**src/rtl/marian_multi_inval_filter.sv**
```systemverilog
// Multi-hart L1 invalidation filter for the Ara AXI write path.
// Every accepted AW becomes one FIFO entry holding its first line and line count.
// An engine walks the entries and broadcasts one invalidation per line to all harts.
// A write's B response is released only after all of its lines have been acknowledged.
module marian_multi_inval_filter #(
    parameter int unsigned AddrWidth = 64,
    parameter int unsigned NrHarts   = 1,
    parameter int unsigned MaxTxns   = 4,
    parameter int unsigned LineBytes = 16
) (
    input  logic                 clk_i,
    input  logic                 rst_i,
    input  logic                 en_i,
    input  logic                 slv_aw_valid_i,
    output logic                 slv_aw_ready_o,
    input  logic [AddrWidth-1:0] slv_aw_addr_i,
    input  logic [7:0]           slv_aw_len_i,
    input  logic [2:0]           slv_aw_size_i,
    output logic                 mst_aw_valid_o,
    input  logic                 mst_aw_ready_i,
    input  logic                 mst_b_valid_i,
    output logic                 mst_b_ready_o,
    output logic                 slv_b_valid_o,
    input  logic                 slv_b_ready_i,
    output logic [AddrWidth-1:0] inval_addr_o,
    output logic [NrHarts-1:0]   inval_valid_o,
    input  logic [NrHarts-1:0]   inval_ready_i,
    output logic                 busy_o
);

    localparam int unsigned LineOffBits = $clog2(LineBytes);
    localparam int unsigned IdxW        = $clog2(MaxTxns);
    localparam int unsigned PtrW        = IdxW + 1;
    localparam int unsigned LineW       = AddrWidth - LineOffBits;

    typedef enum logic [1:0] {
        IDLE,
        LOAD,
        ISSUE
    } state_e;

    // Outstanding-write FIFO storage
    logic [LineW-1:0] fifo_first  [MaxTxns];
    logic [12:0]      fifo_nlines [MaxTxns];

    // wr: next free slot, iv: entry being invalidated, bp: entry awaiting B
    logic [PtrW-1:0] wr_ptr;
    logic [PtrW-1:0] iv_ptr;
    logic [PtrW-1:0] bp_ptr;

    logic full;
    logic aw_hs;
    logic b_ok;
    logic b_hs;

    logic [AddrWidth-1:0] aw_bytes;
    logic [AddrWidth-1:0] aw_last_addr;
    logic [LineW-1:0]     aw_first;
    logic [LineW-1:0]     aw_last;
    logic [12:0]          aw_nlines;

    state_e             state;
    logic [LineW-1:0]   cur_line;
    logic [12:0]        remaining;
    logic [NrHarts-1:0] ack_mask;
    logic [NrHarts-1:0] inval_hs;
    logic [NrHarts-1:0] ack_next;

    // Burst footprint in cache lines; address wrap is modulo 2^AddrWidth
    always_comb begin
        aw_bytes     = (AddrWidth'(slv_aw_len_i) + AddrWidth'(1)) << slv_aw_size_i;
        aw_last_addr = slv_aw_addr_i + aw_bytes - AddrWidth'(1);
        aw_first     = LineW'(slv_aw_addr_i >> LineOffBits);
        aw_last      = LineW'(aw_last_addr >> LineOffBits);
        aw_nlines    = en_i ? 13'(aw_last - aw_first + LineW'(1)) : '0;
    end

    // AW/B gating; fullness uses the pre-retire count so a retire never bypasses into AW ready
    always_comb begin
        full           = (wr_ptr - bp_ptr) == PtrW'(MaxTxns);
        aw_hs          = slv_aw_valid_i & mst_aw_ready_i & ~full;
        mst_aw_valid_o = slv_aw_valid_i & ~full;
        slv_aw_ready_o = mst_aw_ready_i & ~full;
        b_ok           = bp_ptr != iv_ptr;
        b_hs           = mst_b_valid_i & slv_b_ready_i & b_ok;
        slv_b_valid_o  = mst_b_valid_i & b_ok;
        mst_b_ready_o  = slv_b_ready_i & b_ok;
        busy_o         = (wr_ptr != bp_ptr) | (state != IDLE);
    end

    // Per-hart acknowledge accumulation for the line currently on the bus
    always_comb begin
        inval_hs = inval_valid_o & inval_ready_i;
        ack_next = ack_mask | inval_hs;
    end

    // FIFO write side: one entry per accepted AW
    always_ff @(posedge clk_i or posedge rst_i) begin
        if (rst_i) begin
            wr_ptr <= '0;
            for (int unsigned i = 0; i < MaxTxns; i++) begin
                fifo_first[i]  <= '0;
                fifo_nlines[i] <= '0;
            end
        end else if (aw_hs) begin
            fifo_first[wr_ptr[IdxW-1:0]]  <= aw_first;
            fifo_nlines[wr_ptr[IdxW-1:0]] <= aw_nlines;
            wr_ptr                        <= wr_ptr + PtrW'(1);
        end
    end

    // FIFO retire side: B handshake frees the head entry
    always_ff @(posedge clk_i or posedge rst_i) begin
        if (rst_i) begin
            bp_ptr <= '0;
        end else if (b_hs) begin
            bp_ptr <= bp_ptr + PtrW'(1);
        end
    end

    // Invalidation engine; inval_valid_o is kept equal to ~ack_mask while issuing
    always_ff @(posedge clk_i or posedge rst_i) begin
        if (rst_i) begin
            state         <= IDLE;
            iv_ptr        <= '0;
            cur_line      <= '0;
            remaining     <= '0;
            ack_mask      <= '0;
            inval_valid_o <= '0;
            inval_addr_o  <= '0;
        end else begin
            unique case (state)
                IDLE: begin
                    if (iv_ptr != wr_ptr) begin
                        state <= LOAD;
                    end
                end
                LOAD: begin
                    cur_line  <= fifo_first[iv_ptr[IdxW-1:0]];
                    remaining <= fifo_nlines[iv_ptr[IdxW-1:0]];
                    ack_mask  <= '0;
                    if (fifo_nlines[iv_ptr[IdxW-1:0]] == '0) begin
                        iv_ptr <= iv_ptr + PtrW'(1);
                        state  <= IDLE;
                    end else begin
                        inval_valid_o <= '1;
                        inval_addr_o  <= {fifo_first[iv_ptr[IdxW-1:0]], {LineOffBits{1'b0}}};
                        state         <= ISSUE;
                    end
                end
                ISSUE: begin
                    if (&ack_next) begin
                        ack_mask <= '0;
                        if (remaining == 13'd1) begin
                            remaining     <= '0;
                            inval_valid_o <= '0;
                            iv_ptr        <= iv_ptr + PtrW'(1);
                            state         <= IDLE;
                        end else begin
                            remaining     <= remaining - 13'd1;
                            cur_line      <= cur_line + LineW'(1);
                            inval_valid_o <= '1;
                            inval_addr_o  <= {cur_line + LineW'(1), {LineOffBits{1'b0}}};
                        end
                    end else begin
                        ack_mask      <= ack_next;
                        inval_valid_o <= ~ack_next;
                    end
                end
                default: begin
                    state <= IDLE;
                end
            endcase
        end
    end

    // A B response with nothing outstanding means the downstream fabric misbehaved
    assert property (@(posedge clk_i) disable iff (rst_i) mst_b_valid_i |-> (wr_ptr != bp_ptr));

endmodule

```
**config.mk**
```make
export PLATFORM = sky130hd
export DESIGN_NAME = marian_multi_inval_filter
export DESIGN_NICKNAME = d
export VERILOG_FILES = /design/src/rtl/marian_multi_inval_filter.sv
export SDC_FILE = /design/constraint.sdc
export NUM_CORES = 1
export LEC_CHECK = 0
export ABC_AREA = 1
export CAP_MARGIN = 20
export CORE_MARGIN = 8
export CORE_UTILIZATION = 45
export CTS_CLUSTER_SIZE = 12
export DETAILED_ROUTE_END_ITERATION = 8
export SYNTH_ARGS = -nofsm -noshare
export SYNTH_HDL_FRONTEND = slang
export SYNTH_SLANG_ARGS = --single-unit
```
**constraint.sdc**
```tcl
create_clock -name clk_i -period 19.3 [get_ports clk_i]
set_clock_uncertainty 0.2 [all_clocks]
set_input_delay 3.86 -clock clk_i [delete_from_list [all_inputs] [get_ports clk_i]]
set_output_delay 3.86 -clock clk_i [all_outputs]
set_load 0.1 [all_outputs]
```
==> key figures, run 1 <==
Outcome
  • Status: finished clean

Yosys
  • EDFF count, synth: 0
  • Synth Area in Compound Gates: between 10% and 20%
  • Synthesized area: ~23000 µm²
  • Fraction of registers with async set/reset: 100%
  • Post-synth top area share: a little under half
  • Post-synthesis cell type count: between 50 and 60
  • #FFs+latches synth: about 440
  • Syn Area/Cell: between 7 and 8 µm²
  • Largest family of logic cells by synthesized area: simple AND/OR/NAND/NOR gates
  • Seq/Total Area, Yosys: between 40% and 50%
  • Post-synthesis adder-cell area fraction: 3.53%
  • Yosys warns: 0
  • Gate Count Post-Synth: roughly 3000
  • Post-Synth XOR/XNOR Area: under 10%
  • Synth top area cells: dfrtp_1 47%, nand2_1 16%, o21ai_0 10%
  • Multiplexer share of the synthesized area: less than 1%
  • Main synth FF type: dfrtp_1
  • Synth Area in Simple Gates: 24.7%
  • Area leader, netlist: dfrtp_1

Global routing
  • Most Used Layer, Global Route: met2
  • Global Route Usage Sum: between 20 and 25%
  • GR Layer Usage met2: 35.6%
  • Largest net degree at the start of global routing: around 100
  • Congestion Overflow GR: 0
  • First-pass GRT wire length: approximately 110000 µm
  • Met1 usage: 32.7%
  • Global-route met3 utilization: between 3 and 4%
  • Initial antenna violation count: 0
  • Vias in the first global route: slightly below 20000

Setup path
  • Worst-path maximum fanout: 3
  • CP arrival: around 5.6 ns
  • CP startpoint: slv_b_ready_i
  • Worst EP required: approximately 15 ns
  • R2r startpoint: iv_ptr[1]
  • Critical Path End Type: output port
  • Setup Crit Path Kind: in2out
  • CP startpoint kind: input port

Detailed routing
  • Via count: a little over 20000
  • DRT Wirelength: 68000 µm
  • Routed Antenna Nets: 0
  • Pre-antenna DRT Iters: 5
  • 1st-iter DRT viols: approximately 1900
  • Via-to-Cell Ratio: 5.35
  • DR WL/cell: approximately 18 µm
  • # DRC: 0

Finish
  • Fillers: around 5000
  • Finished Layout Cells: ~3800
  • Layout net count: between 3000 and 4000
  • Antenna diodes: 0
  • Layout cell share with drive strength beyond 1: 4.33%
  • Area grow syn2layout: 14.4%
  • Most common cell after layout, fill and taps aside: nand2_1
  • Commonest cells after routing, fill and taps aside: 1012 x nand2_1, 464 x o21ai_0, 435 x dfrtp_1
  • Final non-filler cell area: about 27000 µm²

Clocking
  • CTS Buf Count: 49
  • Post-cts resize count: 0
  • Setup bufs post-CTS: 0
  • Max clock buf depth: 3
  • H-tree levels: 2
  • Clk_lat worst skew: just under 0.6 ns
  • CTS sink cnt: between 400 and 500
  • TritonCTS clock tree: done
  • Clk root buf: clkbuf_16
  • Worst-path clk slew: approximately 0.06 ns
  • Hold-fix buffers, CTS: 0

Timing
  • Actual slew at the worst max-slew pin: around 1.0 ns
  • Maximum clock frequency: a little over 0.1 GHz
  • Final WS setup: between 9 and 10 ns
  • Final Hold Fails: 0
  • RSZ-0062 raised after global routing: false
  • Final worst-path cycle share: about 50%
  • Final setup fails: 0
  • Slew Viols, Final: 0
  • Slew headroom: a little over 30%
  • Post-Route Setup TNS: 0 ns
  • Minimum clock period: approximately 9.7 ns

Place
  • Dpl cells: 3731
  • RePlAce Congestion: 0.928
  • Port Buffers: around 150
  • Post-DP HPWL: approximately 47000 µm
  • DP Worst Slack: ~9.6 ns
  • Placed cell area: 24900 µm²

Floorplanning
  • Initial Util: between 40% and 50%
  • Core footprint: ~51000 µm²
  • Ports: ~150
  • Full die area: a little under 60000 µm²
  • Row count: slightly above 80
  • Chip Width: ~240 µm
  • Die height: 243 µm

Run
  • Max_cap viols: 0

Power
  • PwrDens: 126 nW/µm²
  • Worst vdd ir: a little under 0.08 mV
  • Leak: ~0.013 µW

Min path
  • Min-delay src: inval_addr_o[31]
  • Tightest Hold Check Type: reg2reg
==> layer usage <==
metal | part of all wire (%) | routed length, µm
met5 | 0 | 0
met4 | 2.5 | 1700
met3 | 5.7 | 3910
met2 | 46 | 31000
met1 | 46 | 31400
==> final timing paths <==
kind,end,slack [ns],cells past startpoint
max in group asynchronous,iv_ptr[1],13.09,4
worst min-delay path,inval_addr_o[31],0.27,2
min in group asynchronous,inval_addr_o[42],3.57,2
worst min register to register,inval_addr_o[31],0.27,2
worst max register to register,inval_addr_o[42],15.12,13
worst max-delay path,mst_b_ready_o,9.62,4
==> power breakdown <==
part	total, µW	internal (µW)	switching, µW
Clock	930	548	382
Combinational	1000	350	653
Sequential	1400	1230	174
==> cell type report <==
class / instances / area [µm²] / area share, %
inverter: 229 / 873 / 3.28
timing repair buffer: 166 / 1640 / 6.16
multi-input combinational: 2220 / 10700 / 40.1
tap: 680 / 851 / 3.20
clock inverter: 18 / 174 / 0.654
sequential: 437 / 10900 / 41.2
clock buffer: 71 / 1450 / 5.45
==> sequential cells by signal, summed over array words and instances, names as in the netlist <==
signal / cells
state: 2
bp_ptr: 3
iv_ptr: 3
cur_line: 60
wr_ptr: 3
fifo_nlines: 52
inval_valid_o: 1
remaining: 13
fifo_first: 240
inval_addr_o: 60
==> logic make-up after synthesis <==
logic type,after synthesis
DFF,437
buffers and inverters,387
muxes,2
xor gates and xnor gates,74
and+or+nand+nor,1433
AOI/OAI and AO/OA,642
adders and majority gates,65
other,1
==> through the flow <==
stage / total power [µW] / util, % / hold slack (ns)
CTS: 3360 / 51.9 / 0.272
floorplan: 2150 / - / 0.248
global placement: 2380 / 48.7 / 0.254
finish: 3340 / 51.9 / 0.265
detailed placement: 2420 / 48.7 / 0.257
global route: 3570 / 51.9 / 0.285
==> cell usage after synthesis, types with 17 or more instances <==
master    number
nand2_1     1012
nand4_1       26
buf_2         54
dfrtp_1      437
a31oi_1       17
xor2_1        57
buf_4         31
o21ai_0      464
nor2_1       248
xnor2_1       17
nand3_1       93
inv_1        221
ha_1          64
o22ai_1       46
clkbuf_1      62
o21ai_1       32
a21oi_1       52
nor3_1        20
==> critical path: stages <==
cell,delay [ns]
clkdlybuf4s50_1,0.52
nand2_1,0.07
inv_1,0.05
clkdlybuf4s50_1,1.12
(Power assumes the default switching activity.)
==> run 2, diff against run 1 <==
==> constraint.sdc (replaced) <==
create_clock -name clk_i -period 9.6 [get_ports clk_i]
set_clock_uncertainty 0.2 [all_clocks]
set_input_delay 1.92 -clock clk_i [delete_from_list [all_inputs] [get_ports clk_i]]
set_output_delay 1.92 -clock clk_i [all_outputs]
set_load 0.1 [all_outputs]
==> run 2 against run 1 <==
  * Final cell count down 0.13%
  * Non-clock buffer count fell by 1
  * Combinational power increased by 100%
  * Hold slack about the same
==> key figures, run 2 (same netlist as run 1, synthesis figures left out) <==
Timing
  • Maximum clock frequency: 0.146 GHz
  • Post-Route Setup TNS: 0 ns
  • Actual slew at the worst max-slew pin: about 1.1 ns
  • Final WS setup: around 2.8 ns
  • Minimum clock period: 6.84 ns
  • Final Hold Fails: 0
  • Final worst-path cycle share: between 70 and 80%
  • Final setup fails: 0
  • Slew headroom: between 20% and 30%
  • RSZ-0062 raised after global routing: false
  • Slew Viols, Final: 0

Place
  • Dpl cells: around 3700
  • DP Worst Slack: 2.24 ns
  • Post-DP HPWL: 47400 µm
  • RePlAce Congestion: 0.909
  • Port Buffers: roughly 150

Setup path
  • Setup Crit Path Kind: in2reg
  • CP arrival: 7.05 ns
  • Worst-path maximum fanout: 6
  • CP startpoint kind: input port
  • Worst EP required: between 9 and 10 ns
  • Critical Path End Type: register

Global routing
  • Most Used Layer, Global Route: met2
  • GR Layer Usage met2: 36.5%
  • Vias in the first global route: 19500
  • Global Route Usage Sum: a little under a quarter
  • Largest net degree at the start of global routing: 184
  • Congestion Overflow GR: 0
  • Initial antenna violation count: 0
  • First-pass GRT wire length: 109000 µm
  • Met1 usage: between 30% and 40%
  • Global-route met3 utilization: 2.64%

Finish
  • Commonest cells after routing, fill and taps aside: 1012 x nand2_1, 464 x o21ai_0, 435 x dfrtp_1
  • Regs by FF count: fifo_first (240), cur_line (60), inval_addr_o (60)
  • Register name with the most flops: fifo_first
  • Area grow syn2layout: 14.0%
  • Layout cell share with drive strength beyond 1: 4.11%
  • Fillers: slightly above 5000
  • Max reg flops: 240
  • Antenna diodes: 0
  • Layout Utilization: about half
  • Layout net count: about 3300
  • Finished Layout Cells: about 3800
  • Most common cell after layout, fill and taps aside: nand2_1

Floorplanning
  • Die height: 243 µm
  • Row count: 83
  • Full die area: between 50000 and 60000 µm²
  • Ports: approximately 150
  • Core footprint: 51200 µm²
  • Chip Width: roughly 240 µm
  • Initial Util: a little under half

Power
  • Worst vdd ir: approximately 0.17 mV
  • Leak: between 0.01 and 0.015 µW
  • PwrDens: 252 nW/µm²

Clocking
  • Post-cts resize count: 0
  • H-tree levels: 2
  • CTS Buf Count: roughly 50
  • TritonCTS clock tree: done
  • Setup bufs post-CTS: 0
  • CTS sink cnt: 437
  • Clk_lat worst skew: approximately 0.6 ns
  • Clk root buf: clkbuf_16
  • Max clock buf depth: 3
  • Hold-fix buffers, CTS: 0
  • Worst-path clk slew: approximately 0.06 ns

Detailed routing
  • Routed Antenna Nets: 0
  • 1st-iter DRT viols: 1672
  • Via count: approximately 20000
  • DRT Wirelength: slightly below 70000 µm
  • # DRC: 0
  • DR WL/cell: around 18 µm
  • Via-to-Cell Ratio: 5.33
  • Pre-antenna DRT Iters: 5

Run
  • Max_cap viols: 0

Outcome
  • Status: finished clean

Min path
  • Tightest Hold Check Type: reg2reg
run 2: cell types whose count changed in the layout (fill, tap and decap cells not counted), sizes merged:
cell / previous run / this run
clkinv: 15 / 9
clkinvlp: 0 / 3
buf: 18 / 17
clkbuf: 71 / 70
run 2: metal layers:
metal  part of all wire, %  wire length [µm]
met4                   2.0              1360
met5                     0                 0
met1                    46             32000
met3                   5.4              3690
met2                    46             31900
run 2: critical path: stages:
cell	delay [ns]
clkdlybuf4s50_1	0.53
and3_1	0.23
nand4_1	0.18
o21ai_0	0.26
nand3_1	0.13
nand3_1	0.09
o21ai_0	0.11
nand2_1	0.08
o21ai_0	0.09
ha_1	0.28
inv_1	0.04
ha_1	0.33
a21oi_1	0.21
o21ai_0	0.11
inv_1	0.06
nand2_1	0.09
a21boi_0	0.30
o21ai_0	0.15
xor2_1	0.17
ha_1	0.28
ha_1	0.37
nand2_1	0.10
nor3_1	0.24
nand3_1	0.13
nand3_1	0.13
a21boi_0	0.11
o21ai_0	0.19
o21ai_0	0.15
run 2: cell type report:
class | count | area, µm² | share of cell area (%)
clock buffers | 70 | 1420 | 5.34
clock inverters | 15 | 141 | 0.533
inverters | 229 | 872 | 3.29
multi-input cells | 2220 | 10700 | 40.2
flip-flops and latches | 437 | 10900 | 41.3
well taps | 680 | 851 | 3.21
repair buffers | 165 | 1620 | 6.12
run 2: path summary, 6_finish.rpt:
kind | start | end | slack, ns | cells past startpoint
worst max register to register | iv_ptr[1] | inval_addr_o[54] | 5.30 | 13
worst min-delay path | inval_addr_o[15] | inval_addr_o[15] | 0.27 | 2
min in group asynchronous | rst_i | cur_line[18] | 1.52 | 2
worst min register to register | inval_addr_o[15] | inval_addr_o[15] | 0.27 | 2
worst max-delay path | slv_aw_len_i[0] | fifo_nlines[11] | 2.76 | 28
max in group asynchronous | rst_i | iv_ptr[0] | 5.86 | 4
run 2: power by group:
group | switching [µW] | leakage [µW] | internal (µW) | total (µW)
Clock | 757 | 0.000768 | 1070 | 1830
Combinational | 1330 | 0.00641 | 704 | 2030
Sequential | 349 | 0.00558 | 2470 | 2820
Total | 2430 | 0.0128 | 4250 | 6680
run 2: metrics by stage:
step | hold WS, ns | total power (µW) | area, µm²
finish | 0.265 | 6680 | 26500
global route | 0.290 | 7150 | 26500
CTS | 0.273 | 6730 | 26500
detailed placement | 0.258 | 4870 | 24900
global placement | 0.254 | 4790 | 24900
floorplan | 0.248 | 4330 | 23300
==> run 3, diff against run 2 <==
==> constraint.sdc (replaced) <==
create_clock -name clk_i -period 6.4 [get_ports clk_i]
set_clock_uncertainty 0.2 [all_clocks]
set_input_delay 1.28 -clock clk_i [delete_from_list [all_inputs] [get_ports clk_i]]
set_output_delay 1.28 -clock clk_i [all_outputs]
set_load 0.1 [all_outputs]
==> run 3 against run 2 <==
  * Sequential power increased by 50%
  * Flip-flop and latch count unchanged
  * Core utilization increased by 0.80 points
  * Highest routed layer is now met5
  * Critical endpoint is now fifo_nlines[12]
  * Largest power group unchanged
  * Final cell count increased by 0.60%
  * Combinational power increased by 53%
  * Largest cell class unchanged
  * Die area unchanged
==> key figures, run 3 (same netlist as run 1, synthesis figures left out) <==
Finish
  • Fillers: between 5000 and 6000
  • Seq. cell area: 10900 µm²
  • Regs by FF count: fifo_first (240), cur_line (60), inval_addr_o (60)
  • Layout cell share with drive strength beyond 1: 4.91%
  • Layout net count: between 3000 and 4000
  • Register name with the most flops: fifo_first
  • Antenna diodes: 0
  • Most common cell after layout, fill and taps aside: nand2_1
  • Max reg flops: between 200 and 250
  • Area of the multi-input gates: around 11000 µm²
  • Commonest cells after routing, fill and taps aside: 1012 x nand2_1, 463 x o21ai_0, 435 x dfrtp_1
  • Area grow syn2layout: 15.8%
  • Final non-filler cell area: about 27000 µm²

Timing
  • Final WS setup: 0.492 ns
  • Slew Viols, Final: 0
  • Worst hold slack: roughly 0.27 ns
  • Post-Route Setup TNS: 0 ns
  • RSZ-0062 raised after global routing: false
  • Actual slew at the worst max-slew pin: between 1 and 1.5 ns
  • Minimum clock period: ~5.9 ns
  • Final setup fails: 0
  • Final Hold Fails: 0
  • Slew headroom: around a quarter
  • Maximum clock frequency: between 0.15 and 0.2 GHz
  • Final worst-path cycle share: just over 90%

Clocking
  • TritonCTS clock tree: done
  • Max clock buf depth: 3
  • Setup bufs post-CTS: 0
  • CTS Buf Count: 50
  • Worst-path clk slew: about 0.060 ns
  • CTS sink cnt: between 400 and 500
  • Clk_lat worst skew: 0.61 ns
  • H-tree levels: 2
  • Clk root buf: clkbuf_16

Run
  • Max_cap viols: 0

Detailed routing
  • # DRC: 0
  • Via count: 20500
  • Routed Antenna Nets: 0
  • DRT Wirelength: approximately 69000 µm
  • Pre-antenna DRT Iters: 6
  • 1st-iter DRT viols: between 1500 and 2000
  • Via-to-Cell Ratio: ~5.3
  • DR WL/cell: about 18 µm

Setup path
  • FF-to-FF path depth: 12
  • Worst-path maximum fanout: 6
  • Setup Crit Path Kind: in2reg
  • Slowest cell on crit path: clkdlybuf4s50_1
  • CP arrival: approximately 6.2 ns
  • CP startpoint: slv_aw_len_i[0]
  • Slowest Stage Delay on Critical Path: about 0.53 ns
  • CP endpoint: fifo_nlines[12]
  • Critical Path End Type: register
  • R2r startpoint: iv_ptr[0]
  • CP startpoint kind: input port
  • Reg2Reg Capture Point: inval_addr_o[56]
  • Worst EP required: 6.68 ns
  • R2R setup slack: about 2.3 ns

Place
  • RePlAce Congestion: approximately 0.9
  • Post-DP HPWL: around 47000 µm
  • Placed cell area: between 20000 and 30000 µm²
  • Port Buffers: between 100 and 150
  • DP Worst Slack: -0.113 ns

Global routing
  • Congestion Overflow GR: 0
  • Initial antenna violation count: 1
  • First-pass GRT wire length: between 100000 and 150000 µm
  • Vias in the first global route: a little under 20000
  • Largest net degree at the start of global routing: 179
  • Global Route Usage Sum: approximately 23%

Floorplanning
  • Die height: approximately 240 µm
  • Full die area: 59200 µm²
  • Ports: 153
  • Chip Width: roughly 240 µm
  • Initial Util: between 40% and 50%
  • Core footprint: 51200 µm²
  • Row count: a little over 80

Power
  • PwrDens: slightly below 400 nW/µm²
  • Leak: around 0.013 µW
  • Power, Total: a little over 10000 µW
  • Worst vdd ir: 0.251 mV

Outcome
  • Status: finished clean

Min path
  • Tightest Hold Check Type: reg2reg
[run 3: how the worst min path moves through the flow]
stage,from,endpoint,slack [ns],cells past startpoint
3_3_place_gp,inval_addr_o[15],inval_addr_o[15],0.26,2
3_5_place_dp,inval_addr_o[35],inval_addr_o[35],0.26,2
5_1_grt,inval_addr_o[17],inval_addr_o[17],0.29,2
2_1_floorplan,fifo_first[100],fifo_first[100],0.25,2
4_1_cts,inval_addr_o[35],inval_addr_o[35],0.27,2
6_report,inval_addr_o[17],inval_addr_o[17],0.27,2
[run 3: repair_timing]
item | 4_1_cts | 5_1_grt
hold buffers | 0 | 0
setup endpoints to repair | 0 | 20
gates resized for setup | 0 | 4
[run 3: report_power, final]
part | internal, µW | switching (µW) | total [µW] | leakage [µW]
registers | 3710 | 524 | 4230 | 0.00558
clock network | 1850 | 1210 | 3060 | 0.000879
logic | 1100 | 2010 | 3100 | 0.00652
[run 3: metrics by stage]
stage                     std cells  util [%]
after floorplan                3044         -
after global placement         3746      49.0
after detailed placement       3746      49.0
after CTS                      3838      52.5
after global routing           3839      52.6
final                          3839      52.6
[run 3: metal layers]
| layer | vias to the layer above | global-route usage [%] | wire [µm] |
|---|---|---|---|
| li1 | 9999 | - | - |
| met1 | 9808 | 32.4 | 32000 |
| met2 | 567 | 34.7 | 30500 |
| met3 | 115 | 3.67 | 4280 |
| met4 | 2 | 8.85 | 2360 |
| met5 | - | 0 | 10 |
[run 3: layout make-up]
class	count	area share (%)
clock buffer	73	5.49
clock inverter	19	1.14
tap	680	3.16
sequential	437	40.6
timing repair buffer	181	6.68
inverter	229	3.23
multi-input combinational	2220	39.6
[run 3: worst max-delay path: cells and delay by family]
family / cells / cell delay [ns]
xor+xnor: 2 / 0.28
fa+ha+maj: 5 / 1.44
simple gates: 9 / 0.87
compound gates: 10 / 1.60
buf+inv: 3 / 0.70
